[src/rtl/uart_pkg.sv]
// Shared UART receiver definitions: FSM state encoding, parity mode
// constants and the parity check helper.
package uart_pkg;

  typedef enum logic [2:0] {
    ST_IDLE      = 3'd0,
    ST_START     = 3'd1,
    ST_DATA      = 3'd2,
    ST_PAR       = 3'd3,
    ST_STOP      = 3'd4,
    ST_WAIT_HIGH = 3'd5
  } rx_state_e;

  localparam logic [1:0] PAR_NONE = 2'd0;
  localparam logic [1:0] PAR_ODD  = 2'd1;
  localparam logic [1:0] PAR_EVEN = 2'd2;

  // data_xor is the XOR of all data bits; odd mode wants an odd total of ones
  function automatic logic parity_ok(input logic data_xor, input logic par_bit,
                                     input logic [1:0] mode);
    logic ok;
    case (mode)
      PAR_ODD:  ok = data_xor ^ par_bit;
      PAR_EVEN: ok = ~(data_xor ^ par_bit);
      default:  ok = 1'b1;
    endcase
    return ok;
  endfunction

endpackage

[src/rtl/uart_bit_sampler.sv]
// Bit timer plus three-point majority sampler. The timer runs 0..CLK_DIV-1
// and the decision strobe fires one count after mid-bit.
module uart_bit_sampler #(
  parameter int CLK_DIV = 868
) (
  input  logic clk,
  input  logic rst_n,
  input  logic clr,
  input  logic rxs,
  output logic bit_val,
  output logic bit_strobe
);

  localparam int CW = $clog2(CLK_DIV);
  localparam logic [CW-1:0] CNT_ONE  = CW'(1'b1);
  localparam logic [CW-1:0] CNT_LAST = CW'(CLK_DIV - 1);
  localparam logic [CW-1:0] CNT_S0   = CW'(CLK_DIV / 2 - 1);
  localparam logic [CW-1:0] CNT_S1   = CW'(CLK_DIV / 2);
  localparam logic [CW-1:0] CNT_S2   = CW'(CLK_DIV / 2 + 1);

  logic [CW-1:0] cnt_r;
  logic          samp0_r;
  logic          samp1_r;

  // Bit timer, held at zero while the receiver is idle
  always_ff @(posedge clk or negedge rst_n) begin
    if (!rst_n) begin
      cnt_r <= '0;
    end else if (clr) begin
      cnt_r <= '0;
    end else if (cnt_r == CNT_LAST) begin
      cnt_r <= '0;
    end else begin
      cnt_r <= cnt_r + CNT_ONE;
    end
  end

  // First two mid-bit samples; the third is the live rxs at the strobe
  always_ff @(posedge clk or negedge rst_n) begin
    if (!rst_n) begin
      samp0_r <= 1'b1;
      samp1_r <= 1'b1;
    end else begin
      if (cnt_r == CNT_S0) samp0_r <= rxs;
      if (cnt_r == CNT_S1) samp1_r <= rxs;
    end
  end

  assign bit_strobe = (cnt_r == CNT_S2);
  assign bit_val    = (samp0_r & samp1_r) | (samp0_r & rxs) | (samp1_r & rxs);

endmodule

[src/rtl/uart_rx_core.sv]
// UART receive core: synchronises uart_rxd, decodes start/data/parity/stop
// bits and hands complete words to a valid/ready consumer with error pulses.
module uart_rx_core
  import uart_pkg::*;
#(
  parameter int CLK_DIV   = 868,
  parameter int DATA_BITS = 8,
  parameter int PARITY    = 0,
  parameter int STOP_BITS = 1
) (
  input  logic                 CLK,
  input  logic                 RST,
  input  logic                 uart_rxd,
  output logic [DATA_BITS-1:0] rx_data,
  output logic                 rx_valid,
  input  logic                 rx_ready,
  output logic                 parity_err,
  output logic                 frame_err,
  output logic                 break_det,
  output logic                 overrun,
  output logic                 busy
);

  localparam logic [1:0] PAR_MODE  = 2'(PARITY);
  localparam logic [3:0] DATA_LAST = 4'(DATA_BITS - 1);
  localparam logic [3:0] STOP_LAST = 4'(STOP_BITS - 1);
  localparam logic [3:0] CNT_ONE   = 4'd1;

  if (CLK_DIV < 8) begin : g_bad_clk_div
    $error("uart_rx_core: CLK_DIV must be 8 or more");
  end
  if (DATA_BITS < 5 || DATA_BITS > 9) begin : g_bad_data_bits
    $error("uart_rx_core: DATA_BITS must be 5 to 9");
  end
  if (PARITY < 0 || PARITY > 2) begin : g_bad_parity
    $error("uart_rx_core: PARITY must be 0, 1 or 2");
  end
  if (STOP_BITS < 1 || STOP_BITS > 2) begin : g_bad_stop_bits
    $error("uart_rx_core: STOP_BITS must be 1 or 2");
  end

  logic                 sync1_r;
  logic                 rxs_r;
  logic                 rxs_prev_r;
  rx_state_e            state_r;
  rx_state_e            state_next_s;
  logic                 bit_val_s;
  logic                 bit_strobe_s;
  logic                 clr_s;
  logic                 start_det_s;
  logic                 stop_bad_s;
  logic                 stop_done_s;
  logic [DATA_BITS-1:0] shift_r;
  logic [3:0]           bit_cnt_r;
  logic                 any_one_r;
  logic                 par_ok_r;

  // Two-flop synchroniser plus one delayed copy for edge detection
  always_ff @(posedge CLK or negedge RST) begin
    if (!RST) begin
      sync1_r    <= 1'b1;
      rxs_r      <= 1'b1;
      rxs_prev_r <= 1'b1;
    end else begin
      sync1_r    <= uart_rxd;
      rxs_r      <= sync1_r;
      rxs_prev_r <= rxs_r;
    end
  end

  assign start_det_s = (state_r == ST_IDLE) & rxs_prev_r & ~rxs_r;
  assign stop_bad_s  = (state_r == ST_STOP) & bit_strobe_s & ~bit_val_s;
  assign stop_done_s = (state_r == ST_STOP) & bit_strobe_s & bit_val_s & (bit_cnt_r == STOP_LAST);
  // Clearing on the way into IDLE keeps the timer at zero on the start cycle
  assign clr_s       = (state_next_s == ST_IDLE);

  uart_bit_sampler #(
    .CLK_DIV(CLK_DIV)
  ) u_sampler (
    .clk       (CLK),
    .rst_n     (RST),
    .clr       (clr_s),
    .rxs       (rxs_r),
    .bit_val   (bit_val_s),
    .bit_strobe(bit_strobe_s)
  );

  // FSM state register
  always_ff @(posedge CLK or negedge RST) begin
    if (!RST) state_r <= ST_IDLE;
    else      state_r <= state_next_s;
  end

  // Next-state decode
  always_comb begin
    state_next_s = state_r;
    case (state_r)
      ST_IDLE: begin
        if (start_det_s) state_next_s = ST_START;
        else             state_next_s = ST_IDLE;
      end
      ST_START: begin
        if (bit_strobe_s) state_next_s = bit_val_s ? ST_IDLE : ST_DATA;
        else              state_next_s = ST_START;
      end
      ST_DATA: begin
        if (bit_strobe_s && bit_cnt_r == DATA_LAST)
          state_next_s = (PAR_MODE == PAR_NONE) ? ST_STOP : ST_PAR;
        else
          state_next_s = ST_DATA;
      end
      ST_PAR: begin
        if (bit_strobe_s) state_next_s = ST_STOP;
        else              state_next_s = ST_PAR;
      end
      ST_STOP: begin
        if (stop_bad_s)       state_next_s = ST_WAIT_HIGH;
        else if (stop_done_s) state_next_s = ST_IDLE;
        else                  state_next_s = ST_STOP;
      end
      ST_WAIT_HIGH: begin
        if (rxs_r) state_next_s = ST_IDLE;
        else       state_next_s = ST_WAIT_HIGH;
      end
      default: state_next_s = ST_IDLE;
    endcase
  end

  // Frame datapath: shift register, bit counter, break and parity tracking
  always_ff @(posedge CLK or negedge RST) begin
    if (!RST) begin
      shift_r   <= '0;
      bit_cnt_r <= 4'd0;
      any_one_r <= 1'b0;
      par_ok_r  <= 1'b1;
    end else begin
      case (state_r)
        ST_IDLE: begin
          bit_cnt_r <= 4'd0;
          any_one_r <= 1'b0;
          par_ok_r  <= 1'b1;
        end
        ST_DATA: begin
          if (bit_strobe_s) begin
            shift_r   <= {bit_val_s, shift_r[DATA_BITS-1:1]};
            any_one_r <= any_one_r | bit_val_s;
            bit_cnt_r <= (bit_cnt_r == DATA_LAST) ? 4'd0 : bit_cnt_r + CNT_ONE;
          end
        end
        ST_PAR: begin
          if (bit_strobe_s) begin
            par_ok_r  <= parity_ok(^shift_r, bit_val_s, PAR_MODE);
            any_one_r <= any_one_r | bit_val_s;
          end
        end
        ST_STOP: begin
          if (bit_strobe_s) begin
            bit_cnt_r <= bit_cnt_r + CNT_ONE;
            any_one_r <= any_one_r | bit_val_s;
          end
        end
        default: begin
        end
      endcase
    end
  end

  // Registered outputs: word handoff, one-cycle error pulses and busy
  always_ff @(posedge CLK or negedge RST) begin
    if (!RST) begin
      rx_data    <= '0;
      rx_valid   <= 1'b0;
      parity_err <= 1'b0;
      frame_err  <= 1'b0;
      break_det  <= 1'b0;
      overrun    <= 1'b0;
      busy       <= 1'b0;
    end else begin
      parity_err <= 1'b0;
      frame_err  <= 1'b0;
      break_det  <= 1'b0;
      overrun    <= 1'b0;
      busy       <= (state_next_s != ST_IDLE);
      if (stop_bad_s) begin
        break_det <= ~any_one_r;
        frame_err <= any_one_r;
      end
      if (stop_done_s && !par_ok_r) parity_err <= 1'b1;
      // A word consumed in the same cycle frees the slot for the new one
      if (stop_done_s && par_ok_r) begin
        if (rx_valid && !rx_ready) begin
          overrun <= 1'b1;
        end else begin
          rx_data  <= shift_r;
          rx_valid <= 1'b1;
        end
      end else if (rx_valid && rx_ready) begin
        rx_valid <= 1'b0;
      end
    end
  end

endmodule

[config.mk]
export PLATFORM = sky130hd
export DESIGN_NAME = uart_rx_core
export DESIGN_NICKNAME = d
export VERILOG_FILES = /design/src/rtl/uart_pkg.sv /design/src/rtl/uart_bit_sampler.sv /design/src/rtl/uart_rx_core.sv
export SDC_FILE = /design/constraint.sdc
export NUM_CORES = 1
export LEC_CHECK = 0
export CAP_MARGIN = 10
export CORE_ASPECT_RATIO = 2
export CORE_UTILIZATION = 61
export DETAILED_ROUTE_END_ITERATION = 12
export HOLD_SLACK_MARGIN = 0.08
export PLACE_DENSITY_LB_ADDON = 0.2
export SLEW_MARGIN = 25
export SYNTH_ARGS = -nofsm -noshare
export SYNTH_HDL_FRONTEND = slang
export SYNTH_SLANG_ARGS = --single-unit
[constraint.sdc]
create_clock -name CLK -period 6.2 [get_ports CLK]
set_input_delay 0.93 -clock CLK [delete_from_list [all_inputs] [get_ports CLK]]
set_output_delay 0.93 -clock CLK [all_outputs]
set_load 0.02 [all_outputs]
==> results.cfg, run 1 <==
[power]
switching_share = 0.273
p_clk_frac = 0.344
fin_total_pwr_mw = 0.640
ir_drop_v = 0.000260
pwr-share-seq = 0.525
switchingPower_mw = 0.175
intPower_mw = 0.465
power_density_nw_per_um2 = 266
combPwrFrac = 0.130
power_leakage_nw = 1.11

[yosys]
synth_seq_cells = 44
syn_area_per_cell_um2 = 11.3
synthCells = 190
yosysMostFrequentCell = dfrtp_1
syn_nets = 199
async_flop_share = 1.00
yosys_warnings = 0
yosysSeqAreaShare = 0.516
synthFlopType = dfrtp_1
synth-edff-count = 0
synth_top_cell_by_area = dfrtp_1
synth_commonest_cells = dfrtp_1 (39), nor2_1 (17), nand2_1 (16), inv_1 (10), mux2_2 (10)
synth_top_area_frac = 0.455
syn_area_um2 = 2140
synth.area.top_cells = dfrtp_1 (46%), dfstp_2 (6.1%), mux2_4 (5.6%), mux2_2 (5.3%), nor2_1 (3.0%)
synth_cell_type_count = 52

[floorplanning]
fp.dieH_um = 85.9
coreArea_um2 = 3380
io_pins = 18
die_w_um = 43.9
start_util = 0.635
fp-row-count = 30
dieArea_um2 = 3770

[global_routing]
grt_max_degree = 45
grt-ovfl-total = 0
grt_use_total = 0.231
grt_pass1_vias = 1409
antenna_found_initial = 0
grt_pass1_wl_um = 6400

[place]
dp_slack_ns = 3.41
dp_hpwl_um = 2860
gp_congestion = 0.765
numPortBuffers = 16

[outcome]
violations = design-rule violations
outcome = finished with violations

[setup_path]
cp_max_fo = 11
cp.required_ns = 6.34
worstPathCellList = ha_1 -> or3b_4 -> a2111oi_2 -> o2bb2ai_1 -> nor4_2 -> nor2_1
start_kind = flop
slowest_stage = nor4_2
cpPeakStageDelay_ns = 0.88
crit_type = flop to flop
worstPathBufferInverterCount = 0
arrival_ns = 2.92
end_kind = flop
cp_top_family = simple AND/OR/NAND/NOR gates

[timing]
setup_viol = 0
min_period_ns = 2.78
max_slew.worst_pin.slew_ns = 1.00
setup_ws_ns = 3.42
slew_viol_final = 0
clock_skew_ns = 0.00862
setup_tns_ns = 0
whs_ns = 0.366
rsz0062_at_grt = no
slew_headroom = 0.326
hold_violations = 0
finalCritPeriodShare = 0.448
max_clock_freq_mhz = 360

[clocking]
clockBufferDepth = 2
cts_made_buffers = 5
clock-sinks = 44
post_cts_buffers = 0
clk_pin_slew_ns = 0.08
htreeDepth = 2
cts_tree = done
clock-root-buffer = clkbuf_8
clock_latency_ns = 0.30
post_cts_resized = 0
holdBufCountCts = 0

[job]
max_cap_viol_count = 0

[detailed_routing]
first_iter_violations = 29
totalWireLength_um = 3920
drt_pre_antenna_iters = 8
vias = 1437
post_drt_wl_per_cell_um = 16.5
vias_per_cell = 6.04
drcViolationCount = 1
ant_nets = 0

[layout]
antenna-diode-count = 0
final_nets = 214
fin_util = 0.712
drive_gt1_frac = 0.214
areaGrowthSynthToFinish_pct = 12.2

[min_path]
hold_path_class = flop to flop
==> flip-flops by register name, indices dropped and copies added (netlist names), 3 cells and up <==
name / cells
shift_r: 8
bit_cnt_r: 4
rx_data: 8
u_sampler.cnt_r: 10
state_r: 3
==> power groups by stage <==
stage	sequential [mW]	clock (mW)	combinational, mW
2_1_floorplan	0.333	0	0.0652
3_3_place_gp	0.338	0	0.0773
5_1_grt	0.339	0.238	0.0923
4_1_cts	0.335	0.226	0.0846
3_5_place_dp	0.341	0	0.0842
6_report	0.336	0.221	0.0834
==> per-layer routing <==
| layer | share of wire | wire [um] | GRT usage |
|---|---|---|---|
| met1 | 0.35 | 1390 | 0.226 |
| met4 | 0.015 | 57 | 0.0909 |
| met2 | 0.61 | 2390 | 0.446 |
| met3 | 0.022 | 86 | 0.0442 |
| met5 | 0 | 0 | 0 |
==> cells by family (layout without fill, tap and decap cells) <==
logic type | Yosys count | in the layout | share of synthesized area
buffers and inverters | 18 | 34 | 0.0414
xor gates and xnor gates | 8 | 8 | 0.0327
AOI/OAI and AO/OA | 18 | 18 | 0.0589
other | 1 | 1 | 0.00175
adders and majority gates | 7 | 7 | 0.0391
DFF | 44 | 44 | 0.516
muxes | 18 | 18 | 0.109
and+or+nand+nor | 76 | 76 | 0.201
==> through the flow <==
stage	std cells	instance area, um^2
floorplan	190	2140
global placement	230	2290
detailed placement	230	2290
CTS	238	2400
global route	238	2410
finish	238	2410
==> path summary, 6_finish.rpt <==
check	startpoint	to	slack (ns)	cells after the start
hold / removal	sync1_r	rxs_r	0.37	0
hold reg to reg	sync1_r	rxs_r	0.37	0
max in group asynchronous	RST	rxs_r	5.21	1
setup / recovery	u_sampler.cnt_r[0]	u_sampler.cnt_r[3]	3.42	6
min in group asynchronous	RST	bit_cnt_r[3]	0.61	1
setup reg to reg	u_sampler.cnt_r[0]	u_sampler.cnt_r[3]	3.42	6
==> cells in the final DEF, fill, tap and decap left out, drive strengths merged, types with 4 or more instances in the layout <==
| cell | count |
|---|---|
| clkbuf | 5 |
| clkdlybuf4s50 | 15 |
| dfrtp | 39 |
| dfstp | 5 |
| ha | 5 |
| inv | 11 |
| mux2 | 18 |
| nand2 | 17 |
| nand3 | 8 |
| nor2 | 18 |
| nor2b | 4 |
| nor3 | 6 |
| nor3b | 5 |
| o21ai | 7 |
| xor2 | 5 |
==> area by class of cell <==
cell class,count,area [um^2]
Multi-Input combinational cell,128,948
Clock buffer,5,68.8
Tap cell,32,40.0
Inverter,10,37.5
Fill cell,245,972
Sequential cell,44,1110
Clock inverter,3,46.3
Timing Repair Buffer,16,158
No activity file was read; power rests on OpenSTA's default activity.
==> run 2: changes to the inputs <==
CORE_UTILIZATION = 57   (was 61)
clock period = 2.6 ns   (was 6.2 ns; I/O delays follow)
==> results.cfg, run 2 (synthesized netlist as in run 1, its figures left out) <==
[outcome]
outcome = finished clean

[global_routing]
grt_pass1_vias = 1376
grt_pass1_wl_um = 6470
grt_max_degree = 45
antenna_found_initial = 0
grt_use_total = 0.231
grt-ovfl-total = 0

[setup_path]
cp_top_family = simple AND/OR/NAND/NOR gates
end_kind = flop
cp.required_ns = 2.79
worstPathCellList = ha_1 -> or3b_4 -> nor3_1 -> nand3_1 -> nor2b_1 -> buf_4 -> mux2_2
cp_max_fo = 7
arrival_ns = 2.52
crit_type = flop to flop
slowest_stage = dfrtp_1
cpPeakStageDelay_ns = 0.44
worstPathBufferInverterCount = 1
start_kind = flop

[clocking]
clock-sinks = 44
htreeDepth = 2
post_cts_buffers = 0
cts_tree = done
cts_made_buffers = 5
clock_latency_ns = 0.30
post_cts_resized = 0
holdBufCountCts = 0
clock-root-buffer = clkbuf_8
clk_pin_slew_ns = 0.08
clockBufferDepth = 2

[timing]
max_slew.worst_pin.slew_ns = 0.528
setup_viol = 0
slew_headroom = 0.648
hold_violations = 0
setup_tns_ns = 0
slew_viol_final = 0
rsz0062_at_grt = no
clock_skew_ns = 0.00804
finalCritPeriodShare = 0.894
whs_ns = 0.0663
min_period_ns = 2.32
max_clock_freq_mhz = 430

[layout]
mostFrequentLayoutCell = dfrtp_1
largest_register_ffs = 10
postLayoutCellArea_um2 = 2450
final_nets = 216
fin_util = 0.679
layout_common_cells = dfrtp_1 (39), nor2_1 (17), nand2_1 (16), clkdlybuf4s50_1 (15)
areaGrowthSynthToFinish_pct = 14.2
nFillCells = 278
antenna-diode-count = 0
drive_gt1_frac = 0.221
top_register = u_sampler.cnt_r
reg.largest.list = u_sampler.cnt_r: 10 flops, rx_data: 8 flops, shift_r: 8 flops

[place]
numPortBuffers = 16
dpl_cell_area_um2 = 2320
gp_congestion = 0.795
dp_hpwl_um = 2790

[floorplanning]
fp.dieH_um = 88.7
die_w_um = 45.4
coreArea_um2 = 3610
fp-row-count = 31
dieArea_um2 = 4030
start_util = 0.595
io_pins = 18

[detailed_routing]
first_iter_violations = 18
post_drt_wl_per_cell_um = 14.9
totalWireLength_um = 3830
drt_pre_antenna_iters = 4
vias_per_cell = 5.58
vias = 1433
ant_nets = 0
drcViolationCount = 0

[power]
ir_drop_v = 0.000467
fin_total_pwr_mw = 1.54
power_density_nw_per_um2 = 630
power_leakage_nw = 1.13

[min_path]
hold_path_class = primary input to async pin

[job]
max_cap_viol_count = 0
[run 2: cell types whose count changed in the layout (fill, tap and decap cells not counted), sizes merged]
cell and delta:
buf +2, clkbuf +1, clkinv +1, clkinvlp -1, inv -1
[run 2: path summary, 6_finish.rpt]
check / start / to / slack, ns / cells past startpoint
worst max-delay path: u_sampler.cnt_r[0] / rx_data[1] / 0.28 / 7
worst min-delay path: RST / any_one_r / 0.07 / 1
worst max register to register: u_sampler.cnt_r[0] / rx_data[1] / 0.28 / 7
worst min register to register: sync1_r / rxs_r / 0.36 / 0
max in group asynchronous: RST / u_sampler.samp1_r / 2.17 / 1
min in group CLK: sync1_r / rxs_r / 0.36 / 0
[run 2: layout make-up]
class / count / area (um^2) / share of cell area
Sequential cell: 44 / 1110 / 0.452
Multi-Input combinational cell: 128 / 948 / 0.387
Timing Repair Buffer: 18 / 173 / 0.0705
Clock buffer: 6 / 82.6 / 0.0337
Tap cell: 49 / 61.3 / 0.0250
Clock inverter: 2 / 38.8 / 0.0158
Inverter: 10 / 37.5 / 0.0153
[run 2: routing by layer]
metal  vias to the layer above  wire, um  track usage
met5                         -         0            0
li1                        675         -            -
met3                         8        96       0.0571
met4                         0        97        0.116
met2                        25      2160        0.401
met1                       725      1480        0.249
[run 2: where the power goes]
part	internal, mW	switching [mW]
combinational	0.0899	0.102
clock	0.314	0.236
sequential	0.733	0.0684
[run 2: per-stage QoR]
step | setup WS [ns] | std cells
after floorplan | 0.444 | 190
after global placement | 0.374 | 249
after detailed placement | 0.299 | 249
after CTS | 0.273 | 257
after global routing | 0.0696 | 257
final | 0.276 | 257
[run 2: worst register-to-register path, stage by stage (launching register included)]
cell and delay [ns]:
dfrtp_1 0.44, ha_1 0.25, or3b_4 0.43, nor3_1 0.20, nand3_1 0.15, nor2b_1 0.21
buf_4 0.20, mux2_2 0.35
==> run 3: changes to the inputs <==
ABC_AREA = 1   (was unset)
GPL_TIMING_DRIVEN = 0   (was unset)
==> results.cfg, run 3 <==
[place]
gp_congestion = 0.835
numPortBuffers = 16
dp_hpwl_um = 3070
dp_cells = 313

[setup_path]
end_kind = flop
arrival_ns = 2.08
start_kind = flop
worstPathBufferInverterCount = 1
cpPeakStageDelay_ns = 0.50
cp.required_ns = 2.80
slowest_stage = dfrtp_1
cp_top_family = simple AND/OR/NAND/NOR gates
worstPathCellList = ha_1 -> nand3_2 -> nor2_4 -> a21oi_1 -> nor2_2 -> buf_4 -> a21oi_2
crit_type = flop to flop
cp_max_fo = 10

[outcome]
outcome = finished clean

[yosys]
synthCells = 247
synth.area.top_cells = dfrtp_1 (44%), nand2_1 (12%), dfstp_2 (5.9%), inv_1 (4.2%), nand3_1 (4.1%)
syn_nets = 256
synth_top_cell_by_area = dfrtp_1
synth_top_area_frac = 0.441
synth_commonest_cells = nand2_1 (68), dfrtp_1 (39), inv_1 (25), nand3_1 (18), nor2_1 (15)
synth_seq_cells = 44
syn_area_um2 = 2210
synth-edff-count = 0
yosysSeqAreaShare = 0.501
yosysMostFrequentCell = nand2_1
synthFlopType = dfrtp_1
synth_cell_type_count = 33
syn_area_per_cell_um2 = 8.96
yosys_warnings = 0
async_flop_share = 1.00

[detailed_routing]
vias_per_cell = 5.21
post_drt_wl_per_cell_um = 12.7
drcViolationCount = 0
totalWireLength_um = 4080
vias = 1679
first_iter_violations = 18
drt_pre_antenna_iters = 4
ant_nets = 0

[floorplanning]
coreArea_um2 = 3650
io_pins = 18
start_util = 0.607
dieArea_um2 = 4150
die_w_um = 46.1
fp-row-count = 31
fp.dieH_um = 90.1

[clocking]
clock-root-buffer = clkbuf_8
holdBufCountCts = 1
clockBufferDepth = 2
clock-sinks = 44
clk_pin_slew_ns = 0.08
post_cts_buffers = 0
htreeDepth = 2
post_cts_resized = 0
cts_tree = done
clock_latency_ns = 0.30
cts_made_buffers = 5

[layout]
largest_register_ffs = 10
fin_util = 0.706
antenna-diode-count = 0
layoutNonFillerInstCount = 322
reg.largest.list = u_sampler.cnt_r: 10 flops, rx_data: 8 flops, shift_r: 8 flops
drive_gt1_frac = 0.190
mostFrequentLayoutCell = nand2_1
final_nets = 281
layout_common_cells = nand2_1 (68), dfrtp_1 (39), inv_1 (25), nand3_1 (18)
seqCellArea_um2 = 1110
top_register = u_sampler.cnt_r
nFillCells = 324
multi_input_area_um2 = 965
areaGrowthSynthToFinish_pct = 16.3

[power]
power_density_nw_per_um2 = 621
pwr-share-seq = 0.503
combPwrFrac = 0.166
fin_total_pwr_mw = 1.60
p_clk_frac = 0.332
switchingPower_mw = 0.463
power_leakage_nw = 1.16
intPower_mw = 1.14
switching_share = 0.290
ir_drop_v = 0.000621

[min_path]
hold_path_class = flop to flop

[timing]
min_period_ns = 1.88
slew_viol_final = 0
max_clock_freq_mhz = 532
hold_violations = 0
clock_skew_ns = 0.00539
setup_viol = 0
finalCritPeriodShare = 0.723
rsz0062_at_grt = no
setup_tns_ns = 0

[global_routing]
grtUsageMet3 = 0.0422
grt_use_met1 = 0.205
grt_pass1_wl_um = 6980
grt_use_met2 = 0.441
antenna_found_initial = 0
grt_use_total = 0.231
grt_pass1_vias = 1676
grt_busiest_layer = met2
grt_max_degree = 31
grt-ovfl-total = 0

[job]
max_cap_viol_count = 0
run 3: cell types whose count changed in the layout (fill, tap and decap cells not counted), moves of 5 or more:
cell,before,now
nand2_1,16,68
nand3_1,8,18
nand2_2,0,5
mux2_4,8,0
o21ai_0,5,14
mux2_2,10,0
a21oi_2,0,9
inv_1,10,25
run 3: cell type report:
type | count | share of cell area
clock buffer | 5 | 0.0267
buffer | 3 | 0.0136
tap | 49 | 0.0238
timing repair buffer | 18 | 0.0719
sequential | 44 | 0.430
clock inverter | 3 | 0.0180
inverter | 28 | 0.0408
multi-input combinational | 172 | 0.375
run 3: final timing paths:
kind                               startpoint                 end  slack [ns]  depth (start not counted)
setup / recovery           u_sampler.cnt_r[0]  u_sampler.cnt_r[4]        0.72                          7
hold / removal                        sync1_r               rxs_r        0.36                          0
setup reg to reg           u_sampler.cnt_r[0]  u_sampler.cnt_r[4]        0.72                          7
hold reg to reg                       sync1_r               rxs_r        0.36                          0
max in group asynchronous                 RST   u_sampler.samp1_r        1.54                          3
min in group asynchronous                 RST  u_sampler.cnt_r[9]        0.52                          2
run 3: cells by family (layout without fill, tap and decap cells):
kind of cell / Yosys count / count (layout) / synth area share
and+or+nand+nor: 130 / 130 / 0.291
DFF: 44 / 44 / 0.501
AOI/OAI and AO/OA: 32 / 32 / 0.0990
buffers and inverters: 31 / 57 / 0.0633
adders and majority gates: 5 / 5 / 0.0283
xor gates and xnor gates: 4 / 4 / 0.0158
other: 1 / 1 / 0.00170
run 3: power by group through the flow:
| stage | sequential, mW | clock [mW] | combinational (mW) |
|---|---|---|---|
| 4_1_cts | 0.805 | 0.542 | 0.269 |
| 6_report | 0.803 | 0.530 | 0.265 |
| 5_1_grt | 0.815 | 0.562 | 0.296 |
| 3_3_place_gp | 0.814 | 0 | 0.250 |
| 2_1_floorplan | 0.803 | 0 | 0.201 |
| 3_5_place_dp | 0.816 | 0 | 0.258 |
run 3: per-stage QoR:
stage	worst slack, ns	area [um^2]	hold WS [ns]
after detailed placement	0.708	2450	0.320
after floorplan	1.01	2210	0.0944
final	0.721	2570	0.359
after global routing	0.524	2570	0.368
after CTS	0.690	2570	0.360
after global placement	0.0778	2430	0.346
run 3: layer usage:
metal	vias to the layer above	routed length, um
met5	-	0
met4	0	101
met3	9	79
met2	29	2480
met1	791	1420
li1	850	-
